File: config.mk
export PLATFORM = sky130hd
export DESIGN_NAME = dac_spi_streamer
export DESIGN_NICKNAME = d
export VERILOG_FILES = /design/src/rtl/dac_spi_pkg.sv /design/src/rtl/dac_spi_streamer_sample_fifo.sv /design/src/rtl/dac_spi_streamer.sv
export SDC_FILE = /design/constraint.sdc
export NUM_CORES = 1
export LEC_CHECK = 0
export ABC_AREA = 1
export ABC_CLOCK_PERIOD_IN_PS = 2720
export BUFFER_PORTS_ARGS = -buffer_cell sky130_fd_sc_hd__buf_2
export CELL_PAD_IN_SITES_DETAIL_PLACEMENT = 0
export CELL_PAD_IN_SITES_GLOBAL_PLACEMENT = 1
export CORE_MARGIN = 2
export CORE_UTILIZATION = 44
export CTS_BUF_LIST = sky130_fd_sc_hd__clkbuf_8 sky130_fd_sc_hd__clkbuf_16
export CTS_CLUSTER_SIZE = 24
export DETAILED_ROUTE_END_ITERATION = 6
export PLACE_DENSITY_LB_ADDON = 0.08
export SYNTH_ARGS = -nofsm -noshare
export SYNTH_HDL_FRONTEND = slang
export SYNTH_SLANG_ARGS = --single-unit
File: constraint.sdc
create_clock -name wb_clk_i -period 2.72 [get_ports wb_clk_i]
set_clock_uncertainty 0.2 [all_clocks]
set_input_delay 0.544 -clock wb_clk_i [delete_from_list [all_inputs] [get_ports wb_clk_i]]
set_output_delay 0.544 -clock wb_clk_i [all_outputs]
set_load 0.05 [all_outputs]
File: src/rtl/dac_spi_pkg.sv
// Shared types and defaults for the SPI DAC streamer.
// Build macro DAC_LDAC_EN (see dac_spi_streamer) adds the LDAC strobe.
package dac_spi_pkg;

   localparam int                DEF_DATA_W  = 12;
   localparam int                DEF_CMD_W   = 4;
   localparam int                FRAME_W     = DEF_CMD_W + DEF_DATA_W;
   localparam logic [DEF_CMD_W-1:0] DEF_DAC_CMD = 4'b0011;

   typedef enum logic [2:0] {
      IDLE,
      SETUP,
      SHIFT,
      HOLD,
      GAP
   } state_t;

endpackage

File: src/rtl/dac_spi_streamer_sample_fifo.sv
// Registered synchronous sample FIFO with occupancy-based full/empty and flush.
// Head data reads straight from the storage registers.
module sample_fifo #(
   parameter int DATA_W = 12,
   parameter int DEPTH  = 4
) (
   input  logic              gclk,
   input  logic              grst_n,
   input  logic              push,
   input  logic              pop,
   input  logic              flush,
   input  logic [DATA_W-1:0] din,
   output logic [DATA_W-1:0] dout,
   output logic              full,
   output logic              empty
);

   localparam int AW = (DEPTH > 1) ? $clog2(DEPTH) : 1;

   logic [DATA_W-1:0] mem [DEPTH];
   logic [AW-1:0]     wr_ptr;
   logic [AW-1:0]     rd_ptr;
   logic [AW:0]       count;

   assign full  = (count == (AW+1)'(DEPTH));
   assign empty = (count == '0);
   assign dout  = mem[rd_ptr];

   always_ff @(posedge gclk) begin
      if (push) mem[wr_ptr] <= din;
   end

   // Depth is a power of two, so the pointers wrap on their own.
   always_ff @(posedge gclk or negedge grst_n) begin
      if (!grst_n) begin
         wr_ptr <= '0;
         rd_ptr <= '0;
         count  <= '0;
      end else if (flush) begin
         wr_ptr <= '0;
         rd_ptr <= '0;
         count  <= '0;
      end else begin
         if (push) wr_ptr <= wr_ptr + 1'b1;
         if (pop)  rd_ptr <= rd_ptr + 1'b1;
         case ({push, pop})
            2'b10:   count <= count + 1'b1;
            2'b01:   count <= count - 1'b1;
            default: count <= count;
         endcase
      end
   end

endmodule

File: src/rtl/dac_spi_streamer.sv
// Serialises buffered 12-bit samples to an SPI DAC as {CMD,sample}, mode 0, MSB first.
// Define DAC_LDAC_EN to add dac_ldac_n_o, pulsed low for the GAP phase after every frame.
module dac_spi_streamer
   import dac_spi_pkg::*;
#(
   parameter int                DATA_W  = DEF_DATA_W,
   parameter int                CMD_W   = DEF_CMD_W,
   parameter logic [CMD_W-1:0]  DAC_CMD = DEF_DAC_CMD,
   parameter int                CLK_DIV = 2,
   parameter int                FIFO_D  = 4
) (
   input  logic              wb_clk_i,
   input  logic              wb_rst_ni,
   input  logic              enable_i,
   input  logic              clr_i,
   input  logic [DATA_W-1:0] sample_i,
   input  logic              sample_valid_i,
   output logic              sample_ready_o,
   output logic              dac_sclk_o,
   output logic              dac_cs_n_o,
   output logic              dac_mosi_o,
`ifdef DAC_LDAC_EN
   output logic              dac_ldac_n_o,
`endif
   output logic              busy_o,
   output logic              underrun_o,
   output logic [15:0]       frame_cnt_o
);

   localparam int FW    = CMD_W + DATA_W;
   localparam int DIV_W = (CLK_DIV > 1) ? $clog2(CLK_DIV) : 1;
   localparam int BIT_W = (FW > 1) ? $clog2(FW) : 1;

   state_t            state;
   logic [DIV_W-1:0]  div;
   logic              tick;
   logic              phase_hi;
   logic [BIT_W-1:0]  bit_idx;
   logic [FW-1:0]     sreg;
   logic [FW-1:0]     frame;
   logic              armed;
   logic              sclk;
   logic              cs_n;
   logic              mosi;
   logic              underrun;
   logic [15:0]       frame_cnt;
`ifdef DAC_LDAC_EN
   logic              ldac_n;
`endif

   logic              push;
   logic              pop;
   logic              flush;
   logic              full;
   logic              empty;
   logic [DATA_W-1:0] head;
   logic              start;

   // armed keeps ready low until the first clock after reset release.
   assign sample_ready_o = armed & enable_i & ~full;
   assign push           = sample_valid_i & sample_ready_o;
   assign tick           = (div == DIV_W'(CLK_DIV - 1));
   assign start          = enable_i & ~empty &
                           ((state == IDLE) | ((state == GAP) & tick));
   assign pop            = start;
   assign flush          = (state == IDLE) & ~enable_i;
   assign frame          = {DAC_CMD, head};

   sample_fifo #(
      .DATA_W (DATA_W),
      .DEPTH  (FIFO_D)
   ) u_fifo (
      .gclk   (wb_clk_i),
      .grst_n (wb_rst_ni),
      .push   (push),
      .pop    (pop),
      .flush  (flush),
      .din    (sample_i),
      .dout   (head),
      .full   (full),
      .empty  (empty)
   );

   always_ff @(posedge wb_clk_i or negedge wb_rst_ni) begin
      if (!wb_rst_ni) begin
         state     <= IDLE;
         div       <= '0;
         phase_hi  <= 1'b0;
         bit_idx   <= '0;
         sreg      <= '0;
         armed     <= 1'b0;
         sclk      <= 1'b0;
         cs_n      <= 1'b1;
         mosi      <= 1'b0;
         underrun  <= 1'b0;
         frame_cnt <= '0;
`ifdef DAC_LDAC_EN
         ldac_n    <= 1'b1;
`endif
      end else begin
         armed <= 1'b1;
         div   <= ((state == IDLE) || tick) ? '0 : div + 1'b1;

         unique case (state)
            IDLE: ;
            SETUP: begin
               if (tick) begin
                  state    <= SHIFT;
                  phase_hi <= 1'b0;
                  bit_idx  <= '0;
               end
            end
            SHIFT: begin
               if (tick) begin
                  if (!phase_hi) begin
                     sclk     <= 1'b1;
                     phase_hi <= 1'b1;
                  end else begin
                     // falling edge opens the next bit's low half
                     sclk     <= 1'b0;
                     phase_hi <= 1'b0;
                     if (bit_idx == BIT_W'(FW - 1)) begin
                        state <= HOLD;
                     end else begin
                        bit_idx <= bit_idx + 1'b1;
                        sreg    <= sreg << 1;
                        mosi    <= sreg[FW-2];
                     end
                  end
               end
            end
            HOLD: begin
               if (tick) begin
                  state     <= GAP;
                  cs_n      <= 1'b1;
                  mosi      <= 1'b0;
                  frame_cnt <= frame_cnt + 16'd1;
`ifdef DAC_LDAC_EN
                  ldac_n    <= 1'b0;
`endif
               end
            end
            GAP: begin
               if (tick) begin
                  state <= IDLE;
                  if (enable_i && empty) underrun <= 1'b1;
`ifdef DAC_LDAC_EN
                  ldac_n <= 1'b1;
`endif
               end
            end
            default: state <= IDLE;
         endcase

         // A waiting sample skips IDLE so back-to-back frames stay gapless.
         if (start) begin
            state <= SETUP;
            sreg  <= frame;
            mosi  <= frame[FW-1];
            cs_n  <= 1'b0;
            sclk  <= 1'b0;
         end

         if (clr_i) begin
            underrun  <= 1'b0;
            frame_cnt <= '0;
         end
      end
   end

   assign dac_sclk_o  = sclk;
   assign dac_cs_n_o  = cs_n;
   assign dac_mosi_o  = mosi;
   assign busy_o      = (state != IDLE);
   assign underrun_o  = underrun;
   assign frame_cnt_o = frame_cnt;
`ifdef DAC_LDAC_EN
   assign dac_ldac_n_o = ldac_n;
`endif

endmodule
* Word level (Yosys, flattened, before mapping)
Memories as Yosys holds them, arrays and structs flattened.
Index checks and enable logic that the tools add are counted.
** Word-level totals
- Memories kept :: 1
- Memory bits (writable) :: 48
- Bits in registers :: 52
** Memory list
- u_fifo.mem :: depth 4, width 12, rd ports 1, clocked after memory_dff 0, wr ports 1, RTL line dac_spi_streamer_sample_fifo.sv:20 : logic [DATA_W-1:0] mem [DEPTH];
** Cells by class
- Bitwise logic cells :: 11
- Equal/unequal tests :: 21
- Muxes and demuxes :: 48
- Reduce and logical (&&, ||, !) cells :: 27
- $add $sub $neg :: 7
** Operators with widths (count)
- $mux W15 :: 5
- $mux W16 :: 3
- $mux W3 :: 8
- $reduce_bool A2 Y1 :: 11
- $ne A3 B2 Y1 const B :: 7
- $mux W1 :: 19
- $add A16 B1 Y16 const B :: 1
- $mux W4 :: 4
- $pmux W3 S5 :: 1
- $reduce_and A5 Y1 :: 2
- $reduce_bool A3 Y1 :: 3
- $mux W2 :: 4
- $ne A2 B2 Y1 const B :: 4
- $pmux W4 S2 :: 1
- $and A1 B1 Y1 :: 7
- $reduce_and A7 Y1 :: 1
- $eq A3 B2 Y1 const B :: 2
- $eq A3 B3 Y1 const B :: 2
- $logic_not A3 Y1 :: 2
- $pmux W3 S2 :: 1
- $reduce_and A2 Y1 :: 3
- $reduce_and A3 Y1 :: 2
- $add A2 B1 Y2 const B :: 2
- $add A4 B1 Y4 const B :: 1
- 14 further kinds :: 18

* Depth between registers and ports, before layout
- Depth in word-level cells :: 7
- Gate-level depth with buffers :: 12
- Mapped depth without buffers :: 12

* Cells and area by module
A second synthesis with hierarchy kept.
** Unflattened totals
- Cells, all modules :: 512
- Area total of the unflattened synthesis :: 4748.3 um^2
** By module, submodules not included
- dac_spi_streamer :: area each 2421.1 um^2, instances 1, cells each 334
- sample_fifo :: area each 2327.2 um^2, instances 1, cells each 178

* Worst setup path after synthesis
Ideal clock, no wire load.
- Path kind :: input to register
- Start :: in enable_i
- End :: reg u_fifo.count[2]
- Buffers on the path :: 1
- Stages :: 12
- Data arrival time :: 1.864 ns
- Required time :: 2.402 ns
- Slack :: 0.537 ns
- Cell sequence :: nand2_1 -> inv_1 -> nand3_1 -> clkbuf_1 -> nand2_1 -> inv_1 -> fa_1 -> xor2_1 -> nand3b_1 -> nand2_1 -> inv_1 -> nand2_1
** On the way
- Cells in the longest elaborated chain, start to end :: 6
- Elaborated cells between the ends (all ways) :: 12
** RTL lines
- from (decl) :: RTL line dac_spi_streamer.sv:14 : input logic enable_i,
- $and A1 B1 Y1 (2 in a row) :: RTL line dac_spi_streamer.sv:60 : assign sample_ready_o = armed & enable_i & ~full;
- $and A1 B1 Y1 :: RTL line dac_spi_streamer.sv:61 : assign push = sample_valid_i & sample_ready_o;
- $eq A2 B1 Y1 or $eq A2 B2 Y1 (tied branches) :: RTL line dac_spi_streamer_sample_fifo.sv:46 : case ({push, pop})
- $pmux W3 S2 :: RTL line dac_spi_streamer_sample_fifo.sv:46
- $mux W3 :: RTL line dac_spi_streamer_sample_fifo.sv:39 : end else if (flush) begin
- to (signal assigned) :: RTL line dac_spi_streamer_sample_fifo.sv:47 : 2'b10: count <= count + 1'b1;
- to (signal assigned) :: RTL line dac_spi_streamer_sample_fifo.sv:48 : 2'b01: count <= count - 1'b1;
- to (signal assigned) :: RTL line dac_spi_streamer_sample_fifo.sv:49 : default: count <= count;
- to (decl) :: RTL line dac_spi_streamer_sample_fifo.sv:23 : logic [AW:0] count;
Several ways; a longest one is shown, not always the timed one.
A chain may end at the register's enable or synchronous reset.

* Worst setup path in the final report
- Start :: reg state[1]
- End :: out busy_o
** On the way
- Cells in the longest elaborated chain, start to end :: 1
** RTL lines
- from (decl) :: RTL line dac_spi_streamer.sv:34 : state_t state;
- from (signal assigned) :: RTL line dac_spi_streamer.sv:86 : state <= IDLE;
- from (signal assigned) :: RTL line dac_spi_streamer.sv:108 : state <= SHIFT;
- from (signal assigned) :: RTL line dac_spi_streamer.sv:123 : state <= HOLD;
- $reduce_bool A3 Y1 :: RTL line dac_spi_streamer.sv:174 : assign busy_o = (state != IDLE);
- to (decl) :: RTL line dac_spi_streamer.sv:25 : output logic busy_o,
Every way passes these cells.

==> results.json <==
{
  "rows": 37,
  "via_count": 3325,
  "ioPinCount": 39,
  "comb_power_share_pct": 31.9,
  "worst_pin_slew_ns": 0.689,
  "die_w_um": 106,
  "multi_input_area_sq_um": 1540,
  "drt_iter0_markers": 156,
  "status": "finished, final reports clean",
  "cts_root_buf": "clkbuf_8",
  "power.switching_w": 0.00168,
  "fin_crit_sh_pct": 82.2,
  "synth_top_cell_by_area": "edfxtp_1",
  "arrival_ns": 1.49,
  "clock_sink_count": 100,
  "yosys_register_bits": 100,
  "power_frac_seq_pct": 45.4,
  "swShare_pct": 38.1,
  "slew_headroom_pct": 54.0,
  "crit_top_cell": "inv_1",
  "cts_tree": "yes",
  "htree_levels": 3,
  "grt_max_degree": 28,
  "r2r_end": "u_fifo.count[2]",
  "core_sq_um": 10200,
  "final_nets": 565,
  "initial_core_util_pct": 44.6,
  "hold_violations": 0,
  "synthDistinctLibCells": 34,
  "avgViaCountPerCell": 4.88,
  "cp.required_ns": 1.98,
  "setup_tns_ns": 0,
  "grt-ovfl-total": 0,
  "dp_hpwl_mm": 6.34,
  "rsz0062_at_grt": "false",
  "place_inst": 666,
  "setup_viol": 0,
  "grt_usage_pct": 17.9,
  "grt_pass1_wl_mm": 15.7,
  "yosysWarnings": 0,
  "gp_congestion": 0.802,
  "antenna_found_initial": 0,
  "worstSetupEndpoint": "busy_o",
  "yosys-top-cells-area": "edfxtp_1, dfrtp_1, nor2_1",
  "reg2reg_depth": 12,
  "synth_area_per_cell_sq_um": 9.20,
  "drv_slew": 0,
  "crit_path_start_kind": "flip-flop",
  "cts_buffers": 9,
  "wl_mm": 9.19,
  "die-area_sq_um": 11200,
  "p_int_w": 0.00272,
  "power_frac_clock_pct": 22.7,
  "r2r_slack_ns": 0.55,
  "cts_hold_buf": 0,
  "worstSkewPairLatency_ns": 0.36,
  "netlist_area_sq_um": 4540,
  "cts.path.max_buffers": 2,
  "max_freq_ghz": 0.447,
  "p_leak_nw": 2.27,
  "fillers": 984,
  "post_cts_buffers": 0,
  "synth_nets": 518,
  "ys_seq_area_share_pct": 60.4,
  "drive_above_1_share_pct": 13.9,
  "clk_pin_slew_ns": 0.11,
  "hold_path.class": "input port to asynchronous set/reset pin",
  "p_per_area_nw_per_um2": 855,
  "drc": 0,
  "worstSetupEndpointType": "output pin",
  "grt_pass1_vias": 3283,
  "drtPass1Iterations": 5,
  "cpMaxStageDelayCell": "dfrtp_1",
  "crit_path_max_fanout": 6,
  "final.min_clock_period_ns": 2.24,
  "wl_per_cell_um": 13.5,
  "startpoint": "state[1]",
  "post_cts_resized": 0,
  "synth_top_cell_area_share_pct": 31.7,
  "die_h_um": 106,
  "worst-setup-path-type": "flip-flop to output pin",
  "drv_cap": 0,
  "ir_drop_mv": 0.396,
  "final_cell_count_no_fill": 682,
  "seqCellArea_sq_um": 2740,
  "timing.critical_path.cells": "inv_1 > nand2_1 > nor2_1 > inv_1 > buf_2",
  "max_stage_delay_ns": 0.47,
  "netlist_instances": 494,
  "postRouteAntennaNets": 0,
  "antenna_cells": 0,
  "port_buffers": 38,
  "r2r-start": "u_fifo.count[0]",
  "area_growth_pct": 13.3
}
## cells in the final DEF, fill, tap and decap left out, drive strengths merged, types with 2 or more instances in the layout
cell,synthesis,layout
nor2,106,106
nand2,92,92
inv,51,54
dfrtp,51,51
o21ai,50,50
buf,7,49
edfxtp,48,48
nand3,35,35
a21oi,12,12
nand4,12,12
clkbuf,6,9
ha,6,6
nor3,3,3
xor2,3,3
o22ai,3,3
a31oi,2,2
clkinvlp,0,2
## worst max-delay path, delay by kind of cell, from the launching register on
family | cells | cell delay, ns
DFF | 1 | 0.47
buffers and inverters | 3 | 0.39
and+or+nand+nor | 2 | 0.27
## metrics by stage
| step | setup WS [ns] | power [W] | instance area, sq um | hold WS, ns | util (%) |
|---|---|---|---|---|---|
| 2_1_floorplan | 0.537 | 0.00307 | 4540 | 0.0484 | - |
| 3_3_place_gp | 0.538 | 0.00342 | 4930 | 0.260 | 48.4 |
| 3_5_place_dp | 0.531 | 0.00346 | 4930 | 0.288 | 48.4 |
| 4_1_cts | 0.452 | 0.00447 | 5150 | 0.0137 | 50.5 |
| 5_1_grt | 0.336 | 0.00476 | 5150 | 0.0325 | 50.5 |
| 6_report | 0.484 | 0.00440 | 5150 | 0.00510 | 50.5 |
## Yosys cell counts, drive strengths merged
library cell  number
a31oi              2
o21ai             50
a211oi             1
o21a               1
nor2             106
inv               51
nand3b             1
ha                 6
nor3               3
edfxtp            48
nand4             12
conb               1
fa                 1
nand2             92
xor2               3
o22ai              3
nor3b              1
buf                7
a21oi             12
dfstp              1
nand3             35
clkbuf             6
dfrtp             51
## power by group through the flow
| stage | Sequential, W | Clock, W | Combinational (W) |
|---|---|---|---|
| 3_3_place_gp | 0.00202 | 0 | 0.00140 |
| 3_5_place_dp | 0.00203 | 0 | 0.00142 |
| 6_report | 0.00200 | 0.00100 | 0.00140 |
| 4_1_cts | 0.00200 | 0.00104 | 0.00143 |
| 5_1_grt | 0.00203 | 0.00110 | 0.00163 |
| 2_1_floorplan | 0.00206 | 0 | 0.00102 |
## flip-flops by register name (all words and copies together) (netlist names)
| register | count |
|---|---|
| state | 3 |
| frame_cnt_o | 16 |
| underrun_o | 1 |
| u_fifo.wr_ptr | 2 |
| sreg | 15 |
| dac_mosi_o | 1 |
| dac_cs_n_o | 1 |
| bit_idx | 4 |
| div | 1 |
| u_fifo.mem | 48 |
| armed | 1 |
| u_fifo.count | 3 |
| dac_sclk_o | 1 |
| u_fifo.rd_ptr | 2 |
| phase_hi | 1 |
## worst min-delay path by stage
stage / cells after the start / slack (ns) / to / start
finish: 1 / 0.005 / bit_idx[2] / wb_rst_ni
global route: 1 / 0.03 / bit_idx[2] / wb_rst_ni
CTS: 1 / 0.01 / bit_idx[2] / wb_rst_ni
detailed placement: 2 / 0.29 / sreg[12] / sreg[12]
global placement: 2 / 0.26 / dac_mosi_o / dac_mosi_o
floorplan: 0 / 0.05 / armed / wb_rst_ni
## per-layer routing
layer	global-route usage [%]	wire [um]
met1	23.3	4350
met2	30.2	4440
met3	2.84	268
met4	6.67	125
met5	0	0
## cell type report
| type | count | share of cell area [%] |
|---|---|---|
| Tap cell | 136 | 3.31 |
| Sequential cell | 100 | 53.3 |
| Clock buffer | 9 | 2.41 |
| Clock inverter | 7 | 1.80 |
| Timing Repair Buffer | 49 | 5.54 |
| Multi-Input combinational cell | 330 | 29.9 |
| Inverter | 51 | 3.72 |
## cell families after synthesis
kind of cell | Yosys count | share of synthesized area, %
adders and majority gates | 7 | 2.09
and+or+nand+nor | 250 | 23.2
DFF | 100 | 60.4
other | 1 | 0.0825
buffers and inverters | 64 | 5.70
AOI/OAI and AO/OA | 69 | 7.93
xor gates and xnor gates | 3 | 0.578
Power figures use the tool's default switching activity.
